**src/rtl/pico_pkg.sv**
```systemverilog
// Shared PicoMIPS types and constants for the fetch stage.
// The optional resume feature is enabled by defining PICO_FETCH_RESUME_EN.
package pico;

    parameter int A  = 10;
    parameter int IC = 16;

    typedef enum logic [1:0] {
        HALTCOUNT = 2'd0,
        INCREMENT = 2'd1,
        RELATIVE  = 2'd2,
        ABSOLUTE  = 2'd3
    } modePC;

    typedef enum logic [1:0] {
        FILL   = 2'd0,
        RUN    = 2'd1,
        HALTED = 2'd2
    } fetchState;

endpackage

```
**src/rtl/pico_pc_next.sv**
```systemverilog
// Next-PC computation for the fetch stage: branch/jump target and halt detection.
// Purely combinational; the ROM address path runs straight through here.
module pico_pc_next
    import pico::*;
#(
    parameter int A = pico::A
) (
    input  logic [A-1:0] fpc,
    input  modePC        pc_mode,
    input  logic [7:0]   imm,
    input  logic         accept,
    input  fetchState    state,
    output logic [A-1:0] target,
    output logic         halt_enter
);

    logic [A-1:0] imm_sext;
    logic [A-1:0] imm_zext;

    assign imm_sext = {{(A-8){imm[7]}}, imm};
    assign imm_zext = {{(A-8){1'b0}}, imm};

    // NOTE: every output gets a default first so no path can infer a latch.
    always_comb begin
        target     = fpc;
        halt_enter = 1'b0;
        if (state == RUN && accept) begin
            case (pc_mode)
                INCREMENT: target = fpc + 1'b1;
                RELATIVE:  target = fpc + imm_sext;
                ABSOLUTE:  target = imm_zext;
                HALTCOUNT: halt_enter = 1'b1;
                default:   target = fpc;
            endcase
        end
    end

endmodule

```
**src/rtl/pico_fetch.sv**
```systemverilog
// PicoMIPS instruction fetch: owns the PC, drives the synchronous ROM, counts retirements.
// Define PICO_FETCH_RESUME_EN to add the resume input that restarts fetch after HALTCOUNT.
module pico_fetch
    import pico::*;
#(
    parameter int          A            = pico::A,
    parameter int          W            = 24,
    parameter logic [A-1:0] RESET_VECTOR = '0
) (
    input  logic          clk,
    input  logic          nReset,
    output logic [A-1:0]  mem_addr,
    input  logic [W-1:0]  mem_data,
    output logic [W-1:0]  inst,
    output logic          inst_valid,
    input  logic          inst_ready,
    output logic [A-1:0]  pc,
    input  modePC         pc_mode,
    input  logic [7:0]    imm,
    output logic          halted,
    output logic [IC-1:0] icount
`ifdef PICO_FETCH_RESUME_EN
    ,
    input  logic          resume
`endif
);

    fetchState    state;
    logic [A-1:0] fpc;
    logic [A-1:0] target;
    logic         halt_enter;
    logic         accept;
    logic         resume_go;

    assign inst_valid = (state == RUN);
    assign halted     = (state == HALTED);
    assign accept     = inst_valid & inst_ready;
    assign inst       = inst_valid ? mem_data : '0;
    assign pc         = fpc;

`ifdef PICO_FETCH_RESUME_EN
    assign resume_go = halted & resume;
`else
    assign resume_go = 1'b0;
`endif

    pico_pc_next #(.A(A)) u_pc_next (
        .fpc        (fpc),
        .pc_mode    (pc_mode),
        .imm        (imm),
        .accept     (accept),
        .state      (state),
        .target     (target),
        .halt_enter (halt_enter)
    );

    // The ROM always reads what fpc will hold next, so its data lines up with fpc.
    assign mem_addr = resume_go ? fpc + 1'b1 : target;

    // NOTE: sequential state uses non-blocking assignments so all registers update together.
    always_ff @(posedge clk or negedge nReset) begin
        if (!nReset) begin
            state  <= FILL;
            fpc    <= RESET_VECTOR;
            icount <= '0;
        end else begin
            fpc <= mem_addr;
            if (accept && icount != '1)
                icount <= icount + 1'b1;
            case (state)
                FILL:    state <= RUN;
                RUN:     if (halt_enter) state <= HALTED;
                HALTED:  if (resume_go) state <= RUN;
                default: state <= FILL;
            endcase
        end
    end

endmodule

```
**config.mk**
```make
export PLATFORM = sky130hd
export DESIGN_NAME = pico_fetch
export DESIGN_NICKNAME = d
export VERILOG_FILES = /design/src/rtl/pico_pkg.sv /design/src/rtl/pico_pc_next.sv /design/src/rtl/pico_fetch.sv
export SDC_FILE = /design/constraint.sdc
export NUM_CORES = 1
export LEC_CHECK = 0
export BUFFER_PORTS_ARGS = -buffer_cell sky130_fd_sc_hd__buf_2
export CAP_MARGIN = 40
export CORE_UTILIZATION = 51
export CTS_CLUSTER_SIZE = 40
export DETAILED_ROUTE_END_ITERATION = 10
export GPL_ROUTABILITY_DRIVEN = 0
export PLACE_DENSITY = 0.93
export SETUP_SLACK_MARGIN = 0.15
export SLEW_MARGIN = 20
export SYNTH_ARGS = -nofsm -noshare
export SYNTH_HDL_FRONTEND = slang
export SYNTH_HIERARCHICAL = 1
export SYNTH_SLANG_ARGS = --single-unit
```
**constraint.sdc**
```tcl
create_clock -name clk -period 9 [get_ports clk]
set_input_delay 1.8 -clock clk [delete_from_list [all_inputs] [get_ports clk]]
set_output_delay 1.8 -clock clk [all_outputs]
set_load 0.02 [all_outputs]
```
# Word-level counts from Yosys, hierarchy flattened
# Cells that the tools add are included.
[op_classes]
add_sub_neg = 3
eq_ne = 7
n_mux = 7
n_bitwise = 2
reduce_logical = 5
[op_table]
columns = ["operator", "count"]
rows = [
  ["10-bit one-hot mux with 3 select lines", 1],
  ["24-bit 2-to-1 mux", 1],
  ["16-bit by 1-bit adder with 16-bit output (second input constant)", 1],
  ["16-bit != test (second input constant)", 1],
  ["10-bit by 1-bit adder with 10-bit output (second input constant)", 1],
  ["10-bit adder", 1],
  ["10-bit 2-to-1 mux", 1],
  ["2-bit == test (second input constant)", 3],
  ["2-bit one-hot mux with 3 select lines", 1],
  ["2-bit by 1-bit == test with 1-bit output (second input constant)", 2],
  ["2-bit zero test", 2],
  ["1-bit logical AND", 2],
  ["1-bit 2-to-1 mux", 2],
  ["2-bit 2-to-1 mux", 1],
  ["2-bit by 1-bit != test with 1-bit output (second input constant)", 1],
  ["2-bit AND reduction", 1],
  ["1-bit bitwise AND", 1],
  ["1-bit NOT", 1],
]
[totals]
reg_bits = 28
inputBits = 37
output_inout_bits = 62

# Depth between registers and ports, before layout
# Gate-level depths: netlist of the first run.
[logic_depth]
depth_word = 6
ltp_mapped = 12
mapped_depth_nobuf = 12

# Cells and area by module
# The synthesis of the first run kept the hierarchy.
[by_module_without_submodules]
columns = ["module", "n_inst", "cells_per_inst", "area_per_inst_um2", "seq_area_each_um2"]
rows = [
  ["pico_fetch", 1, 120, 1353.8, 700.7],
  ["pico_pc_next", 1, 109, 747.0, 0.0],
]

# Least setup slack after synthesis of the first run
# Ideal clock, no wire load.
[synth_path]
path_type = "input to output"
start = "in pc_mode[0]"
end = "out mem_addr[7]"
arrival_ns = 3.870
required_ns = 7.200
setup_slack_ns = 3.330
cell_stages = 10
path_cell_list = "inv_1 ha_1 and2_1 ha_1 a21o_1 a21oi_2 nand2_1 a31oi_1 xor2_1 o21ai_0"
[synth_between]
elab_chain_len = 3
[synth_lines]
columns = ["item", "line_no", "source"]
rows = [
  ["start: declaration", "pico_fetch.sv:18", "input modePC pc_mode,"],
  ["2-bit == test or 2-bit by 1-bit == test with 1-bit output (tied branches)", "pico_pc_next.sv:28", "case (pc_mode)"],
  ["10-bit one-hot mux with 3 select lines *", "pico_pc_next.sv:28", ""],
  ["10-bit 2-to-1 mux *", "pico_pc_next.sv:27", "if (state == RUN && accept) begin"],
  ["end: declaration", "pico_fetch.sv:12", "output logic [A-1:0] mem_addr,"],
]
# Mark *: on every way between the ends. The rest lies on a longest branch, timed or not.

# Worst setup path after layout of the first run
[layout_path]
start = "in pc_mode[0]"
end = "out mem_addr[9]"
# The elaborated chain is that of the path after synthesis.

==> key figures, run 1 <==
Placement
  – Dpl cells: 369
  – DP Wirelength: 4040 um
  – IO Port Bufs: 98
  – Pre-CTS WS: 3.05 ns
  – Placed Area: 0.00263 sq mm

CTS
  – Worst skew pair latency: 0.27 ns
  – Setup Fix Bufs, Post-CTS: 0
  – H-tree levels: 1
  – Clock root buffer: clkbuf_8
  – CTS Sinks: 28
  – CTS Hold Bufs: 0
  – Longest Clk Path Bufs: 2
  – Clk slew on worst S/H paths: 0.09 ns
  – CTS Buf Count: 3
  – Post_cts resized: 0
  – TritonCTS clock tree: built

Power
  – Peak VDD IR: 0.145 mV
  – Power Density: ~260 mW/mm^2
  – Switching power: approximately 330 uW
  – Design Power: just under 700 uW
  – Clock share of power: 11.4%
  – Sequential share of power: 30.4%
  – Comb pwr share: between 50 and 60%
  – Leak: 1.40 nW
  – Int Pwr: 354 uW
  – Sw Share: 48.5%

Yosys
  – Ys Warns: 6
  – Synthesized area: 0.00210 sq mm
  – Mapped Cells: 229
  – Mapped Nets: around 280
  – Syn Area/Cell: 9.17 sq um
  – Post-synth cell types: 48
  – #FFs+latches synth: 28
  – Seq/Total Area, Yosys: between 30% and 40%

Timing
  – Clock Skew: ~0.0049 ns
  – Final hold violation count: 0
  – Finish-stage setup viols: 0
  – Fin. max-slew vios: 0
  – Rel. slew slack: 58.7%
  – Final worst setup slack: 3.01 ns
  – Hold_ws: 0.470 ns
  – Final min period: 5.99 ns
  – Period utilization: 66.6%
  – Setup TNS: 0 ns
  – Max Clk Rate: approximately 170 MHz
  – RSZ-0062 raised after global routing: false
  – Worst Tran Pin Value: 0.619 ns

Global route
  – Vias in the first global route: roughly 1.9k
  – Antenna violations before repair: 0
  – Largest net degree at the start of global routing: 31
  – Gr usage total: 24.0%
  – Overflow after GRT: 0
  – First-pass GRT wire length: 8180 um

Layout
  – Most frequent cells in the layout: buf_2 (98), and2_1 (30), dfrtp_1 (28)
  – Design Area, Final: about 0.0027 sq mm
  – Nets: around 380
  – # fillers: 311
  – Antenna diode count: 0
  – Final Core Density: 70.7%
  – Register area: 701 sq um
  – Post-route insts no fill: roughly 370
  – Footprint of the multi-input gates: between 0.001 and 0.0015 sq mm
  – Area grow syn2layout: 27.8%
  – Most common cell after layout, fill and taps aside: buf_2
  – Share of cells above drive strength 1: 36.0%

Die
  – I/O pin cnt: 99
  – Row count: 22
  – Chip Height: 66.2 um
  – Die span in x: 66.2 um
  – Full die area: 0.00438 sq mm
  – Placeable Area: 0.00380 sq mm
  – Initial core utilization: 55.3%

Outcome
  – Outcome: finished, final reports clean

Worst setup path
  – Crit path capture type: output pin
  – Critical-path cell list: buf_2, inv_1, ha_1, and2_1, ha_1, a21o_1, a21oi_2, a2111oi_4, nor4_2, nand4b_1, o211ai_1, buf_2
  – Slowest stage delay, CP: 0.34 ns
  – Worst Path Arrival: 4.19 ns
  – Worst reg2reg setup slack: 6.79 ns
  – Worst setup SP type: input pin
  – CP max-delay cell: nor4_2
  – Worst-path maximum fanout: 8
  – Setup Crit Path Kind: in2out
  – Critical Path RT: a little over 7 ns

Route
  – First-pass iteration count of the detailed router: 4
  – Initial DRC Count: 110
  – Post-route DRC: 0
  – Routed vias: 2088
  – DR WL/cell: 14.1 um
  – WL final: 5260 um
  – Post-route ant nets: 0
  – Vias per cell: 5.60

Flow run
  – Max Cap Viol: 0

Hold path
  – Worst hold path class: reg2reg
## Yosys cell counts (all sizes together)
cell type	number	area, sq um
fa	1	20.0
nand2	16	60.1
nand4	7	71.3
or2	1	8.76
nor2b	4	25.0
ha	14	175
a2111oi	1	27.5
dfrtp	28	701
and4	5	43.8
o21a	1	7.51
o211a	1	10.0
a41oi	1	8.76
o2111ai	1	8.76
inv	11	41.3
nor2	16	60.1
nand3b	2	15.0
xnor2	10	87.6
nor4	3	25.0
buf	4	18.8
clkbuf	3	11.3
nor3	5	41.3
and2	30	188
o211ai	2	15.0
a21o	3	22.5
a32oi	1	8.76
mux2	3	37.5
a21oi	14	73.8
nand3	9	45.0
nand4b	2	17.5
nand2b	3	26.3
or3	1	6.26
a31oi	6	43.8
o21ai	7	35.0
a22oi	5	37.5
xor2	7	61.3
nor4b	1	15.0
## state kept, by name, indices dropped and copies added, names as in the netlist
signal / cells
icount: 16
pc: 10
state: 2
## critical path: cells and delay by family
family                   cells  cell delay, ns
buffers and inverters        3            0.37
AND/OR/NAND/NOR              3            0.69
AO/OA/AOI/OAI                4            0.70
adder cells (fa/ha/maj)      2            0.63
## power by group through the flow
stage                     combinational (mW)  sequential (mW)  clock (mW)
after detailed placement               0.397            0.212           0
after global routing                   0.434            0.216      0.0854
after CTS                              0.399            0.210      0.0802
final                                  0.400            0.209      0.0783
after floorplan                        0.237            0.248           0
after global placement                 0.386            0.209           0
## layout make-up
class,instances,share of cell area [%]
flip-flops and latches,28,26.1
repair buffers,99,18.6
multi-input cells,183,49.5
well taps,48,2.24
clock buffers,4,2.05
inverters,11,1.54
## layer usage
layer / vias up / wire length, um / global-route usage, %
li1: 1006 / - / -
met1: 991 / 2120 / 29.1
met2: 83 / 2770 / 43.9
met3: 8 / 310 / 3.45
met4: 0 / 61 / 6.12
met5: - / 0 / 0
## path summary, 6_finish.rpt
path / startpoint / to / depth (start not counted)
min in group asynchronous: nReset / icount[14] / 1
hold reg to reg: state[1] / state[0] / 1
hold / removal: state[1] / state[0] / 1
max in group asynchronous: nReset / state[1] / 1
setup reg to reg: state[1] / pc[6] / 10
setup / recovery: pc_mode[0] / mem_addr[9] / 12
## kinds of logic after synthesis
family,count (synthesis),synth area share (%)
AND/OR/NAND/NOR,105,30.9
flip-flops,28,33.4
buffers and inverters,18,3.39
adder cells (fa/ha/maj),15,9.29
XOR/XNOR,17,7.09
multiplexers,3,1.79
AO/OA/AOI/OAI,43,14.2
Power figures use the tool's default switching activity.
==> inputs of run 2 (changes only) <==
--- a/config.mk
+++ b/config.mk
@@ -7,11 +7,11 @@
 export LEC_CHECK = 0
 export BUFFER_PORTS_ARGS = -buffer_cell sky130_fd_sc_hd__buf_2
 export CAP_MARGIN = 40
-export CORE_UTILIZATION = 51
+export CORE_UTILIZATION = 42
 export CTS_CLUSTER_SIZE = 40
 export DETAILED_ROUTE_END_ITERATION = 10
 export GPL_ROUTABILITY_DRIVEN = 0
-export PLACE_DENSITY = 0.93
+export PLACE_DENSITY = 0.82
 export SETUP_SLACK_MARGIN = 0.15
 export SLEW_MARGIN = 20
 export SYNTH_ARGS = -nofsm -noshare
==> constraint.sdc (replaced) <==
create_clock -name clk -period 4.9 [get_ports clk]
set_input_delay 0.98 -clock clk [delete_from_list [all_inputs] [get_ports clk]]
set_output_delay 0.98 -clock clk [all_outputs]
set_load 0.02 [all_outputs]
==> key figures, run 2 (synthesis results as in run 1) <==
Outcome
  – Outcome: finished, final reports clean

CTS
  – Clk slew on worst S/H paths: 0.08 ns (about the same)
  – CTS Hold Bufs: 0 (unchanged)
  – Setup Fix Bufs, Post-CTS: 0 (unchanged)
  – Worst skew pair latency: 0.28 ns (about the same)
  – Clock root buffer: clkbuf_8
  – Longest Clk Path Bufs: 2 (unchanged)
  – CTS Buf Count: 3 (unchanged)
  – CTS Sinks: 28 (unchanged)
  – TritonCTS clock tree: built
  – H-tree levels: 1 (unchanged)
  – Post_cts resized: 0 (unchanged)

Timing
  – Max Clk Rate: between 200 and 250 MHz
  – Setup TNS: 0 ns (unchanged)
  – Final min period: 4.29 ns
  – Period utilization: 87.6%
  – Fin. max-slew vios: 0 (unchanged)
  – Worst Tran Pin Value: 0.628 ns (+0.00852 ns)
  – Clock Skew: 0.0133 ns (+0.00842 ns)
  – Final hold violation count: 0 (unchanged)
  – RSZ-0062 raised after global routing: false
  – Rel. slew slack: 58.1% (-0.57 points)
  – Finish-stage setup viols: 0 (unchanged)

Worst setup path
  – Slowest stage delay, CP: 0.40 ns (+0.06 ns)
  – Worst reg2reg setup slack: 2.50 ns (-4.29 ns)
  – Worst Path Arrival: 3.31 ns (-0.88 ns)
  – R2R Path Start: state[1]
  – Crit path capture type: output pin
  – Setup Crit Path Kind: in2out
  – Worst setup SP type: input pin
  – Worst-path maximum fanout: 8 (unchanged)
  – Critical-path cell list: buf_2, inv_1, ha_1, nand2b_1, ha_1, inv_1, fa_1, nor2b_1, o21a_1, o21ai_1, a21oi_1, mux2_1, o211ai_1, buf_2
  – R2R depth: 10 (unchanged)
  – CP bufs+invs: 4 (+1)
  – CP max-delay cell: fa_1
  – Reg-to-reg endpoint: pc[6]
  – Critical Path RT: 3.92 ns (-3.28 ns)
  – Delay-heaviest family, CP: adder cells

Layout
  – Footprint of the multi-input gates: 0.00133 sq mm (unchanged)
  – Max reg flops: 16 (unchanged)
  – Largest Register: icount
  – Final Core Density: 56.7% (-14 points)
  – Share of cells above drive strength 1: 35.8% (-0.20 points)
  – # fillers: 455 (+46%)
  – Most common cell after layout, fill and taps aside: buf_2
  – Most frequent cells in the layout: buf_2 (98), and2_1 (30), dfrtp_1 (28)
  – Antenna diode count: 0 (unchanged)
  – Register area: 701 sq um (unchanged)
  – Nets: 378 (unchanged)
  – Area grow syn2layout: 28.2%

Flow run
  – Max Cap Viol: 0 (unchanged)

Placement
  – DP Wirelength: 4000 um (-0.82%)
  – IO Port Bufs: 98 (unchanged)

Power
  – Peak VDD IR: 0.271 mV (+87%)
  – Power Density: 459 mW/mm^2 (+79%)
  – Leak: 1.39 nW (-0.51%)

Global route
  – Vias in the first global route: 1922 (+1.4%)
  – Largest net degree at the start of global routing: 31 (unchanged)
  – Overflow after GRT: 0 (unchanged)
  – Gr usage total: 19.4% (-4.6 points)
  – Antenna violations before repair: 0 (unchanged)
  – First-pass GRT wire length: 8260 um (+1.0%)

Hold path
  – Worst Hold Path EP: state[0]
  – Hold Startpoint: state[1]
  – Hold Path Stages: 1 (unchanged)
  – Worst hold path class: reg2reg

Route
  – Post-route ant nets: 0 (unchanged)
  – Initial DRC Count: 60 (-45%)
  – WL final: 4990 um (-5.2%)
  – First-pass iteration count of the detailed router: 4 (unchanged)
  – Routed vias: 2023 (-3.1%)
  – Post-route DRC: 0 (unchanged)
  – DR WL/cell: 12.8 um (-9.6%)
  – Vias per cell: 5.17 (-7.6%)

Die
  – Initial core utilization: 44.2% (-11 points)
  – Chip Height: 72.7 um (+9.9%)
  – Full die area: 0.00529 sq mm (+21%)
  – I/O pin cnt: 99 (unchanged)
  – Placeable Area: 0.00475 sq mm (+25%)
  – Die span in x: 72.7 um (+9.9%)
  – Row count: 25 (+14%)
run 2: worst register-to-register path, stage by stage, from the launching register on:
cell and delay, ns:
dfrtp_1 0.40, nand2b_4 0.17, inv_2 0.28, nand2_1 0.15, inv_1 0.08, nand3b_1 0.14
nor2_1 0.33, buf_4 0.27, nand3_1 0.09, mux2_1 0.30, o211ai_1 0.12
run 2: per-layer routing:
layer,share of wire (%),vias up,track usage [%],routed length (um)
met4,0.72,0,4.36,36
met1,45,944,24.8,2240
li1,-,1005,-,-
met5,0,-,0,0
met2,50,68,34.1,2480
met3,4.6,6,3.31,231
run 2: final cells by class:
| cell class | count | area share [%] |
|---|---|---|
| Tap cell | 67 | 3.11 |
| Timing Repair Buffer | 99 | 18.5 |
| Sequential cell | 28 | 26.0 |
| Clock buffer | 3 | 1.53 |
| Inverter | 11 | 1.53 |
| Multi-Input combinational cell | 183 | 49.3 |
run 2: report_power, final:
group	total (mW)	internal, mW	switching, mW
combinational	0.725	0.279	0.446
sequential	0.386	0.299	0.0869
clock	0.125	0.0552	0.0693
run 2: worst max-delay path by stage:
stage,from,to,slack (ns),cells past startpoint
6_report,pc_mode[0],mem_addr[6],0.61,14
5_1_grt,pc_mode[0],mem_addr[6],0.40,14
4_1_cts,pc_mode[0],mem_addr[6],0.62,14
3_5_place_dp,pc_mode[0],mem_addr[6],0.62,14
3_3_place_gp,pc_mode[0],mem_addr[6],0.67,14
2_1_floorplan,pc_mode[0],mem_addr[7],0.87,10
run 2: stage by stage:
stage               power, mW  cell area [sq um]  instances  worst slack, ns  hold slack [ns]
CTS                      1.25               2690        391            0.618            0.469
finish                   1.24               2690        391            0.605            0.460
global placement         1.10               2650        388            0.675            0.448
global route             1.34               2690        391            0.398            0.487
detailed placement       1.11               2650        388            0.619            0.452
floorplan               0.891               2100        229            0.870            0.427
==> inputs of run 3 (changes only) <==
--- a/config.mk
+++ b/config.mk
@@ -7,11 +7,13 @@
 export LEC_CHECK = 0
 export BUFFER_PORTS_ARGS = -buffer_cell sky130_fd_sc_hd__buf_2
 export CAP_MARGIN = 40
-export CORE_UTILIZATION = 42
+export CELL_PAD_IN_SITES_DETAIL_PLACEMENT = 1
+export CELL_PAD_IN_SITES_GLOBAL_PLACEMENT = 2
+export CORE_UTILIZATION = 24
 export CTS_CLUSTER_SIZE = 40
 export DETAILED_ROUTE_END_ITERATION = 10
 export GPL_ROUTABILITY_DRIVEN = 0
-export PLACE_DENSITY = 0.82
+export PLACE_DENSITY = 0.83
 export SETUP_SLACK_MARGIN = 0.15
 export SLEW_MARGIN = 20
 export SYNTH_ARGS = -nofsm -noshare
==> key figures, run 3 (synthesis results as in run 1) <==
Outcome
  – Outcome: finished, final reports clean

CTS
  – CTS Sinks: 28 (unchanged)
  – TritonCTS clock tree: built
  – Worst skew pair latency: 0.28 ns (about the same)
  – Setup Fix Bufs, Post-CTS: 0 (unchanged)
  – Longest Clk Path Bufs: 2 (unchanged)
  – CTS Hold Bufs: 0 (unchanged)
  – Post_cts resized: 0 (unchanged)
  – Clock root buffer: clkbuf_8
  – H-tree levels: 1 (unchanged)
  – CTS Buf Count: 3 (unchanged)
  – Clk slew on worst S/H paths: 0.10 ns (+0.02 ns)

Die
  – Chip Height: 95.6 um (+31%)
  – Row count: 33 (+32%)
  – Full die area: 0.00913 sq mm (+73%)
  – I/O pin cnt: 99 (unchanged)
  – Initial core utilization: 25.2% (-19 points)
  – Die span in x: 95.6 um (+31%)
  – Placeable Area: 0.00834 sq mm (+75%)

Global route
  – Overflow after GRT: 0 (unchanged)
  – Gr usage total: 13.3% (-6.0 points)
  – First-pass GRT wire length: 9570 um (+16%)
  – Largest net degree at the start of global routing: 31 (unchanged)
  – Antenna violations before repair: 0 (unchanged)
  – Vias in the first global route: 1927 (+0.26%)

Route
  – Metal-1 WL: 2730 um (+22%)
  – WL final: 6060 um (+21%)
  – Met3 routed WL: 254 um (+10%)
  – Routed vias: 1996 (-1.3%)
  – Initial DRC Count: 48 (-20%)
  – First-pass iteration count of the detailed router: 3 (-1)
  – DR WL/cell: 14.1 um (+10%)
  – Met2 wire length: 3050 um (+23%)
  – Post-route DRC: 0 (unchanged)
  – Vias per cell: 4.64 (-10%)
  – Post-route ant nets: 0 (unchanged)
  – DR top layer: met4

Timing
  – Finish-stage setup viols: 0 (unchanged)
  – Worst Tran Pin Value: 0.709 ns (+0.0814 ns)
  – Final hold violation count: 0 (unchanged)
  – Clock Skew: 0.00490 ns (-0.00843 ns)
  – Setup TNS: 0 ns (unchanged)
  – RSZ-0062 raised after global routing: false
  – Fin. max-slew vios: 0 (unchanged)
  – Period utilization: 88.2% (+0.54 points)
  – Final min period: 4.32 ns (+0.0267 ns)
  – Rel. slew slack: 52.6% (-5.6 points)
  – Max Clk Rate: 231 MHz (-0.62%)

Layout
  – Share of cells above drive strength 1: 36.0% (+0.20 points)
  – Most frequent cells in the layout: buf_2 (98), and2_1 (30), dfrtp_1 (28)
  – # fillers: 1035 (+130%)
  – Area grow syn2layout: 31.9%
  – Nets: 378 (unchanged)
  – Antenna diode count: 0 (unchanged)
  – Max reg flops: 16 (unchanged)
  – Most common cell after layout, fill and taps aside: buf_2
  – Largest Register: icount

Hold path
  – Worst hold path class: reg2reg

Worst setup path
  – Setup Crit Path Kind: in2out
  – R2R Path Start: state[1]
  – R2R depth: 10 (unchanged)
  – Crit path capture type: output pin
  – Worst-path maximum fanout: 8 (unchanged)
  – Reg-to-reg endpoint: pc[7]
  – Worst Path Arrival: 3.34 ns (+0.03 ns)
  – Setup crit start: pc_mode[0]
  – Worst reg2reg setup slack: 2.34 ns (-0.16 ns)
  – Worst setup SP type: input pin
  – Critical Path RT: 3.92 ns (about the same)
  – Worst setup path end: mem_addr[6]

Power
  – Power Density: 473 mW/mm^2 (+3.2%)
  – Leak: 1.40 nW (+1.0%)
  – Peak VDD IR: 0.186 mV (-31%)
  – Design Power: 1.31 mW (+6.2%)

Placement
  – DP Wirelength: 4820 um (+20%)
  – IO Port Bufs: 98 (unchanged)

Flow run
  – Max Cap Viol: 0 (unchanged)
[run 3: cell types whose count changed in the layout (fill, tap and decap cells not counted)]
cell,change
bufinv_16,+1
[run 3: through the flow]
step	instances	cell area [sq um]	hold slack [ns]	util, %	worst slack, ns
2_1_floorplan	229	2100	0.427	-	0.870
3_3_place_gp	426	2700	0.449	32.4	0.579
3_5_place_dp	426	2700	0.468	32.4	0.506
4_1_cts	430	2770	0.486	33.2	0.505
5_1_grt	430	2770	0.518	33.2	0.343
6_report	430	2770	0.478	33.2	0.579
[run 3: worst min-delay path by stage]
stage,startpoint,end,cells after the start
5_1_grt,state[1],state[0],1
3_3_place_gp,state[1],state[0],1
6_report,state[1],state[0],1
3_5_place_dp,state[1],state[0],1
4_1_cts,state[1],state[0],1
2_1_floorplan,state[1],state[0],1
[run 3: final cells by class]
type,instances,area (sq um),share of cell area (%)
Inverter,11,41.3,1.49
Timing Repair Buffer,99,498,18.0
Clock inverter,1,30.0,1.08
Sequential cell,28,701,25.3
Clock buffer,3,41.3,1.49
Multi-Input combinational cell,183,1330,47.9
Tap cell,105,131,4.74
[run 3: per-layer routing]
layer	track usage, %	up-vias
li1	-	1000
met1	17.6	951
met2	22.9	43
met3	2.87	2
met4	1.49	0
met5	0	-
[run 3: worst max-delay path, cell delays in order]
cell      delay, ns
buf_2          0.09
inv_1          0.06
ha_1           0.31
nand2b_1       0.11
ha_1           0.16
inv_1          0.05
fa_1           0.40
nor2b_1        0.12
o21a_1         0.13
o21ai_1        0.10
a21oi_1        0.16
mux2_1         0.33
o211ai_1       0.12
buf_2          0.21
[run 3: power by group]
part | internal (mW) | switching [mW] | total, mW
Clock | 0.110 | 0.0821 | 0.192
Sequential | 0.299 | 0.0863 | 0.385
Combinational | 0.279 | 0.455 | 0.735
